[config.mk]
export PLATFORM = sky130hd
export DESIGN_NAME = trainer_led_arbiter
export DESIGN_NICKNAME = d
export VERILOG_FILES = /design/src/rtl/trainer_led_arbiter.sv
export SDC_FILE = /design/constraint.sdc
export NUM_CORES = 1
export LEC_CHECK = 0
export BUFFER_PORTS_ARGS = -buffer_cell sky130_fd_sc_hd__buf_2
export CELL_PAD_IN_SITES_DETAIL_PLACEMENT = 1
export CELL_PAD_IN_SITES_GLOBAL_PLACEMENT = 1
export CORE_ASPECT_RATIO = 0.9
export CORE_UTILIZATION = 45
export CTS_CLUSTER_DIAMETER = 200
export DETAILED_ROUTE_END_ITERATION = 12
export GPL_TIMING_DRIVEN = 0
export PLACE_DENSITY = 0.82
export SETUP_SLACK_MARGIN = 0.4
export SYNTH_ARGS = -nofsm -noshare
export SYNTH_HDL_FRONTEND = slang
export SYNTH_SLANG_ARGS = --single-unit
[constraint.sdc]
create_clock -name clk -period 5.66 [get_ports clk]
set_clock_uncertainty 0.15 [all_clocks]
set_input_delay 0.283 -clock clk [delete_from_list [all_inputs] [get_ports clk]]
set_output_delay 0.283 -clock clk [all_outputs]
set_load 0.02 [all_outputs]
[src/rtl/trainer_led_arbiter.sv]
// trainer_led_arbiter: shares the 8 LEDs between a debounced DIP mirror and a CPU write port.
// Optional heartbeat on led[7] while the DIP mirror owns the LEDs: define TRAINER_LED_HEARTBEAT_EN.
module trainer_led_arbiter #(
    parameter int DEBOUNCE_CYCLES = 500000,
    parameter int HOLD_CYCLES     = 50000000,
    parameter int HB_DIV          = 25000000
) (
    input  logic       clk,
    input  logic       rst_n,
    input  logic [7:0] trainer_dip,
    input  logic       cpu_valid,
    input  logic [7:0] cpu_data,
    output logic       cpu_ready,
    input  logic       cpu_release,
    output logic [7:0] led,
    output logic       owner,
    output logic [7:0] dip_stable,
    output logic       dip_change
);
    localparam int DW = $clog2(DEBOUNCE_CYCLES + 1);
    localparam int HW = $clog2(HOLD_CYCLES + 1);
    localparam logic [DW-1:0] D_MAX = DW'(DEBOUNCE_CYCLES - 1);
    localparam logic [HW-1:0] H_MAX = HW'(HOLD_CYCLES - 1);

    typedef enum logic {S_DIP = 1'b0, S_CPU = 1'b1} state_t;

    state_t        state, state_d;
    logic [7:0]    sync_a, sync_s, cand, led_d, dip_view;
    logic [DW-1:0] cnt;
    logic [HW-1:0] hold, hold_d;
    logic          wr, leave;

    assign wr    = cpu_valid & cpu_ready;
    assign leave = cpu_release | (hold == '0);
    assign owner = (state == S_CPU);

    // Ready comes up on the first clock out of reset and never drops.
    always_ff @(posedge clk or negedge rst_n)
        if (!rst_n) cpu_ready <= 1'b0;
        else        cpu_ready <= 1'b1;

    // Two-flop synchroniser, then accept a candidate once it has been steady long enough.
    always_ff @(posedge clk or negedge rst_n)
        if (!rst_n) begin
            sync_a     <= '0;
            sync_s     <= '0;
            cand       <= '0;
            cnt        <= '0;
            dip_stable <= '0;
            dip_change <= 1'b0;
        end else begin
            sync_a     <= trainer_dip;
            sync_s     <= sync_a;
            cand       <= sync_s;
            cnt        <= (sync_s != cand) ? '0 : (cnt == D_MAX) ? cnt : cnt + DW'(1);
            dip_change <= (cnt == D_MAX) && (cand != dip_stable);
            if ((cnt == D_MAX) && (cand != dip_stable)) dip_stable <= cand;
        end

`ifdef TRAINER_LED_HEARTBEAT_EN
    localparam int BW = $clog2(HB_DIV + 1);
    localparam logic [BW-1:0] B_MAX = BW'(HB_DIV - 1);
    logic [BW-1:0] hb_cnt;
    logic          hb;

    // Free-running heartbeat, toggling every HB_DIV cycles.
    always_ff @(posedge clk or negedge rst_n)
        if (!rst_n) begin
            hb_cnt <= '0;
            hb     <= 1'b0;
        end else begin
            hb_cnt <= (hb_cnt == B_MAX) ? '0 : hb_cnt + BW'(1);
            hb     <= (hb_cnt == B_MAX) ? ~hb : hb;
        end

    assign dip_view = {hb, dip_stable[6:0]};
`else
    assign dip_view = dip_stable;
`endif

    // Ownership state, LED drive and hold timer registers.
    always_ff @(posedge clk or negedge rst_n)
        if (!rst_n) begin
            state <= S_DIP;
            led   <= '0;
            hold  <= '0;
        end else begin
            state <= state_d;
            led   <= led_d;
            hold  <= hold_d;
        end

    // A write always claims the LEDs; the CPU otherwise keeps them until release or timeout.
    always_comb
        state_d = wr ? S_CPU : (state == S_CPU && !leave) ? S_CPU : S_DIP;

    // Write data wins, the DIP view shows whenever the mirror owns (or regains) the LEDs.
    always_comb begin
        led_d  = wr ? cpu_data : (state == S_DIP || leave) ? dip_view : led;
        hold_d = wr ? H_MAX : (state == S_CPU && hold != '0) ? hold - HW'(1) : hold;
    end
endmodule
==> run_results.csv, run 1 <==
group,metric,value,unit
outcome,status,"finished, final reports clean",
placed_design,place_congestion,0.8212,
cts,htree_num_levels,3,
logic_synthesis,async_flop_share,100.0,%
drt,drcViolationCount,0,
logic_synthesis,synth_enable_flop_cells,0,
logic_synthesis,avgSynthCellArea,10.48,µm²
critical_path,cp-end-kind,"flip-flop",
critical_path,ff2ff_setup_slack,2650,ps
timing,slew_violations,0,
drt,drt_iter0_drc,210,
cts,clock_sinks,88,
cts,cts-root-buf,"clkbuf_8",
power,p_leak,1.951,nW
min_path,worstHoldPathType,"in -> reg",
drt,wl_met3,456,µm
critical_path,cp.arrival,3110,ps
layout,diodes,0,
timing,max_slew_margin,25.08,%
layout,layout-drive-gt1-share,16.42,%
cts,clock_path_buffers,2,
critical_path,r2r_cells,7,
global_routing,grt_pass1_vias,3717,
timing,tns,0,ps
layout,syn2layout_area_growth,15.57,%
floorplanning,die_x,105.0,µm
power,vdd_drop_max,156.7,µV
drt,top_layer_used,"met4",
cts,cts_tree,"yes",
critical_path,worstSetupStartpointType,"flip-flop",
logic_synthesis,synthMostInstantiatedCell,"dfrtp_1",
floorplanning,core-area,9208,µm²
critical_path,worstSetupPathType,"reg -> reg",
global_routing,grt_usage,25.88,%
critical_path,cp-startpoint,"hold[1]",
drt,wl_per_cell,19.98,µm
critical_path,critical_path_depth,7,
placed_design,dp_hpwl,7.916,mm
critical_path,crit_chain,"inv_1, ha_1, or4b_2, nor4_2, buf_2, a21oi_1, a221o_1",
drt,wl_met2,5.782,mm
critical_path,regToRegEndpoint,"led[6]",
logic_synthesis,syn_nets,432,
power,power_density,242.4,nW/µm²
floorplanning,initial_core_util,46.68,%
global_routing,antenna_found_initial,0,
drt,vias,3499,
critical_path,critPathMaxStageDelay,700,ps
drt,drt_wl_total,11.93,mm
drt,drt_pass1_iterations,4,
drt,met1Wirelength,5.485,mm
floorplanning,boundaryPins,39,
global_routing,grt_pass1_wl,19.61,mm
placed_design,portBuffers,38,
layout,nets,492,
logic_synthesis,ys_ff_latch,88,
floorplanning,dieArea,9947,µm²
global_routing,overflow,0,
logic_synthesis,synthFlopType,"dfrtp_1",
critical_path,slowest_stage,"or4b_2",
timing,tightest_slew,1114,ps
logic_synthesis,seq_area_frac_synth,51.24,%
timing,fmax,332.0,MHz
floorplanning,die_h,94.72,µm
critical_path,cp-endpoint,"led[6]",
global_routing,grt_max_degree,73,
cts,clock_latency,370,ps
critical_path,path_buf_inv,2,
logic_synthesis,synth_commonest_cells,"dfrtp_1 (88), nor2_1 (33), a21oi_1 (27)",
timing,timing.hold.ws,8.731,ps
timing,fin_crit,3012,ps
cts,numCtsBuffers,9,
timing,finalSetupViolCount,0,
drt,viasPerCell,5.861,
logic_synthesis,netlist-cell-type-count,46,
logic_synthesis,ys_warn_count,0,
critical_path,cp_max_fo,10,
critical_path,r2r_start,"hold[1]",
logic_synthesis,syn_inst,410,
logic_synthesis,yosysTopAreaCellShare,51.24,%
logic_synthesis,synthesis.area,4298,µm²
timing,finalHoldViolCount,0,
timing,rsz0062_at_grt,"no",
critical_path,crit_family,"simple AND/OR/NAND/NOR gates",
logic_synthesis,synth_top_cell_by_area,"dfrtp_1",
cts,path_clk_slew,100,ps
floorplanning,rows,33,
drt,ant_nets,0,
timing,period_share,53.21,%
cts,cts_setup_buffers,0,
cts,cts-hold-fix-buffers,10,
critical_path,cp_data_required_time,5760,ps
logic_synthesis,synthTopCellsByArea,"dfrtp_1 (51%), mux2i_1 (5.4%), and2_1 (3.6%)",
cts,cts_resized,0,
job,maxCapViolations,0,
cell usage in the layout, fill, tap and decap left out, drive strengths merged, types with 2 or more instances in the layout:
cell and instances:
a211oi 6, nor2 33, clkinv 2, xor2 17, or4 9, ha 2
and3 2, buf 43, mux2 8, xnor2 8, or2 4, a2111oi 4
mux2i 23, o21ai 6, clkbuf 25, a221o 8, or3 7, a2111o 3
nand3b 5, inv 13, nor4 15, nand3 19, dfrtp 88, o31ai 3
and4 2, nor4b 3, nand2 17, a21oi 27, nor3 12, and2 25
o41ai 2, nand2b 3, dlygate4sd3 10, nand4 10
flip-flops by register name (all words and copies together) (netlist names):
signal and count:
led 8, sync_a 8, sync_s 8, dip_stable 8, dip_change 1, cnt 19
cpu_ready 1, hold 26, cand 8, owner 1
worst reg2reg max path: stages (launching register included):
cell,delay [ps]
dfrtp_1,400
inv_1,100
ha_1,220
or4b_2,700
nor4_2,590
buf_2,340
a21oi_1,130
a221o_1,290
cells by family after synthesis:
| group | share of synthesized area (%) |
|---|---|
| AND/OR/NAND/NOR | 22.42 |
| flip-flops | 51.24 |
| AO/OA/AOI/OAI | 10.48 |
| multiplexers | 7.453 |
| buffers and inverters | 2.649 |
| XOR/XNOR | 5.095 |
| adder cells (fa/ha/maj) | 0.5821 |
| other | 0.08725 |
worst min-delay path by stage:
| stage | from | to | slack (ps) | depth (start not counted) |
|---|---|---|---|---|
| floorplan | rst_n | cand[0] | -160 | 0 |
| global placement | sync_a[2] | sync_s[2] | 190 | 0 |
| detailed placement | rst_n | hold[20] | 20 | 1 |
| CTS | cpu_data[4] | led[4] | 2 | 2 |
| global route | cpu_data[0] | led[0] | 10 | 2 |
| finish | cpu_data[0] | led[0] | 9 | 2 |
area by class of cell:
type	instances	area (µm²)
Clock buffer	9	123.9
Multi-Input combinational cell	293	1982
Buffer	20	80.08
Tap cell	122	152.6
Sequential cell	88	2202
Inverter	9	33.78
Clock inverter	7	72.57
Timing Repair Buffer	49	320.3
Fill cell	1015	4240
power breakdown:
| group | internal (mW) | total, mW | switching (mW) | leakage (nW) |
|---|---|---|---|---|
| logic | 0.0378 | 0.0981 | 0.0603 | 0.777 |
| registers | 0.647 | 0.664 | 0.0169 | 1.08 |
| clock network | 0.174 | 0.442 | 0.268 | 0.0970 |
| total | 0.858 | 1.20 | 0.346 | 1.95 |
through the flow:
| stage | util [%] | power (mW) | worst slack (ps) | instance area [µm²] | cells |
|---|---|---|---|---|---|
| after floorplan | - | 0.7203 | 3185 | 4298 | 410 |
| after global placement | 50.40 | 0.7582 | 2810 | 4641 | 570 |
| after detailed placement | 50.73 | 0.7664 | 2774 | 4671 | 571 |
| after CTS | 53.95 | 1.203 | 2709 | 4967 | 597 |
| after global routing | 53.95 | 1.243 | 2515 | 4967 | 597 |
| final | 53.95 | 1.204 | 2648 | 4967 | 597 |
per-layer routing:
layer	vias to the layer above	global-route usage [%]
li1	1615	-
met1	1764	34.59
met2	101	43.65
met3	19	3.382
met4	0	9.272
met5	-	0
(Power assumes the default switching activity.)
==> run 2, diff against run 1 <==
ABC_AREA = 1   (was not set)
CORE_UTILIZATION = 40   (was 45)
PLACE_DENSITY = 0.81   (was 0.82)
clock period = 2.5 ns   (was 5.66 ns; I/O delays follow)
==> run 2 against run 1 <==
  * Synthesized area grew 6.9%
  * Global-route usage decreased by 1.2 points
  * Worst hold slack gained 48 ps
  * Combinational power rose to 7.2 times the previous value
  * Sequential share of layout area shrank 5.3 points
  * Synthesized cell count up 49%
  * Count of clock-buffer cells in the layout stayed put
  * Setup slack worse by 2200 ps
  * Die area is 20% higher
  * Routed wire length rose by 16%
  * Final cell count up 41%
==> run_results.csv, run 2 <==
group,metric,value,unit
outcome,status,"finished, final reports clean",
logic_synthesis,synth_top_family_by_area,"simple AND/OR/NAND/NOR gates",
placed_design,pre_cts_ws,91.56,ps
drt,ant_nets,0,
logic_synthesis,synth_compound_area_share,1.607,%
global_routing,grt_pass1_vias,4691,
critical_path,worstSetupPathType,"reg -> reg",
logic_synthesis,synth_top_cell_by_area,"dfrtp_1",
placed_design,place_congestion,0.8480,
floorplanning,initial_core_util,41.80,%
layout,regMostFlops,"hold",
power,intPower,2.594,mW
logic_synthesis,seq_area_frac_synth,47.93,%
layout,final_cell_mix,"nand2_1 (214), dfrtp_1 (87), nor2_1 (86)",
timing,period_share,81.11,%
logic_synthesis,synthTopCellsByArea,"dfrtp_1 (48%), nand2_1 (18%), nor2_1 (7.2%)",
floorplanning,die_h,103.7,µm
floorplanning,rows,36,
logic_synthesis,synth_mux_area_share,0,%
timing,tightest_slew,531.9,ps
power,seqPwrFrac,43.5,%
drt,drt_pass1_iterations,4,
layout,fillers,1408,
cts,clock_latency,350,ps
drt,drcViolationCount,0,
global_routing,grt_pass1_wl,22.80,mm
logic_synthesis,ys_warn_count,0,
timing,fmax,493.2,MHz
layout,layout-drive-gt1-share,13.31,%
logic_synthesis,netlist-cell-type-count,27,
logic_synthesis,synthSimpleGateAreaFrac,39.92,%
drt,drt_iter0_drc,248,
logic_synthesis,syn_nets,634,
logic_synthesis,synth_fa_ha_area_share,0.5447,%
timing,finalSetupViolCount,0,
cts,clock_path_buffers,2,
placed_design,dp_hpwl,9.095,mm
floorplanning,dieArea,11920,µm²
power,vdd_drop_max,408.0,µV
logic_synthesis,synth_commonest_cells,"nand2_1 (218), dfrtp_1 (88), nor2_1 (88)",
critical_path,cp_max_fo,9,
logic_synthesis,yosysTopAreaCellShare,47.93,%
layout,final_common_cell,"nand2_1",
floorplanning,core-area,10990,µm²
critical_path,worstSetupStartpointType,"flip-flop",
layout,nets,708,
drt,vias,4308,
cts,htree_num_levels,3,
job,maxCapViolations,0,
drt,wl_per_cell,16.41,µm
logic_synthesis,synth_xor_xnor_area_share,4.003,%
power,clock_power_share,38.1,%
power,power_density,679.1,nW/µm²
floorplanning,boundaryPins,39,
logic_synthesis,async_flop_share,100.0,%
logic_synthesis,ys_ff_latch,88,
cts,clock_sinks,88,
power,p_leak,2.864,nW
logic_synthesis,synthFlopType,"dfrtp_1",
layout,syn2layout_area_growth,22.90,%
layout,largestRegisters,"hold (26), cnt (19)",
global_routing,antenna_found_initial,1,
min_path,worstHoldPathType,"in -> async",
logic_synthesis,synthMostInstantiatedCell,"nand2_1",
cts,numCtsBuffers,9,
global_routing,grt_usage,24.69,%
timing,setup_ws,472.3,ps
cts,path_clk_slew,70,ps
global_routing,grt_max_degree,72,
drt,viasPerCell,5.104,
floorplanning,die_x,115.0,µm
logic_synthesis,syn_inst,612,
timing,slew_violations,0,
cts,cts-root-buf,"clkbuf_16",
logic_synthesis,avgSynthCellArea,7.507,µm²
power,p_switching,1.240,mW
layout,seq_area,2203,µm²
global_routing,overflow,0,
critical_path,cp_data_required_time,2590,ps
layout,multi_input_area,2187,µm²
timing,finalHoldViolCount,0,
timing,fin_crit,2028,ps
critical_path,cp.arrival,2120,ps
layout,largest_register_ffs,26,
logic_synthesis,synth_enable_flop_cells,0,
timing,rsz0062_at_grt,"yes",
cts,cts_tree,"yes",
timing,tns,0,ps
timing,max_slew_margin,64.54,%
power,combPwrFrac,18.4,%
power,sw_frac_of_total,32.34,%
placed_design,portBuffers,38,
critical_path,cp-end-kind,"flip-flop",
logic_synthesis,synthesis.area,4594,µm²
drt,drt_wl_total,13.85,mm
-- run 2: area by class of cell --
type                            count  area share [%]
Sequential cell                    88           39.02
Multi-Input combinational cell    458           38.73
Timing Repair Buffer               63           8.199
Clock buffer                        9           3.988
Inverter                           57           3.878
Tap cell                          152           3.368
Clock inverter                      7           1.684
Buffer                              9           1.086
Antenna cell                        1         0.04432
-- run 2: power by group through the flow --
| stage | Sequential, mW | Clock, mW | Combinational, mW |
|---|---|---|---|
| floorplan | 1.66 | 0 | 0.420 |
| global placement | 1.68 | 0 | 0.575 |
| detailed placement | 1.69 | 0 | 0.608 |
| CTS | 1.66 | 1.49 | 0.657 |
| global route | 1.68 | 1.54 | 0.794 |
| finish | 1.67 | 1.46 | 0.705 |
-- run 2: logic make-up (layout without fill, tap and decap cells) --
family	after synthesis	in the layout
flops	88	88
simple gates	421	421
other cells	1	2
xor+xnor	21	21
buf+inv	66	145
compound gates	13	13
fa+ha+maj	2	2
-- run 2: metrics by stage --
step	hold slack, ps	power [mW]	instances	util (%)	cell area, µm²
finish	56.84	3.834	844	51.38	5647
detailed placement	-122.7	2.297	803	45.54	5005
floorplan	-320.6	2.079	612	-	4594
CTS	44.80	3.815	838	50.41	5540
global placement	84.67	2.254	802	45.26	4975
global route	81.79	4.017	844	51.38	5647
-- run 2: final timing paths --
check	from	endpoint	slack (ps)	cells after the start
setup / recovery	hold[0]	hold[15]	470	12
hold / removal	rst_n	hold[8]	60	2
setup reg to reg	hold[0]	hold[15]	470	12
hold reg to reg	sync_a[6]	sync_s[6]	200	0
max in group asynchronous	rst_n	cnt[0]	1500	3
min in group clk	sync_a[6]	sync_s[6]	200	0
-- run 2: worst max-delay path, stage by stage (launching register included) --
cell	delay, ps
dfrtp_1	400
inv_2	110
ha_4	160
nand2_1	100
nor2_4	140
nand2_1	100
nor2_1	110
nand2_1	110
nand2_4	130
nand2_8	90
clkbuf_16	180
nand2_1	60
nand2_1	60
-- run 2: layer usage --
layer	share of wire [%]	up-vias	track usage [%]
met3	2.4	21	3.979
met5	0	-	0
met1	43	2135	30.65
met4	1.9	0	8.163
li1	-	2090	-
met2	52	62	43.20
-- run 2: repair_timing --
item	CTS	global route
hold buffers	18	0
setup endpoints to repair	41	31
cloned	0	1
buffers inserted	1	4
pin swaps	1	3
hold endpoints to repair	105	0
gates resized for setup	8	13
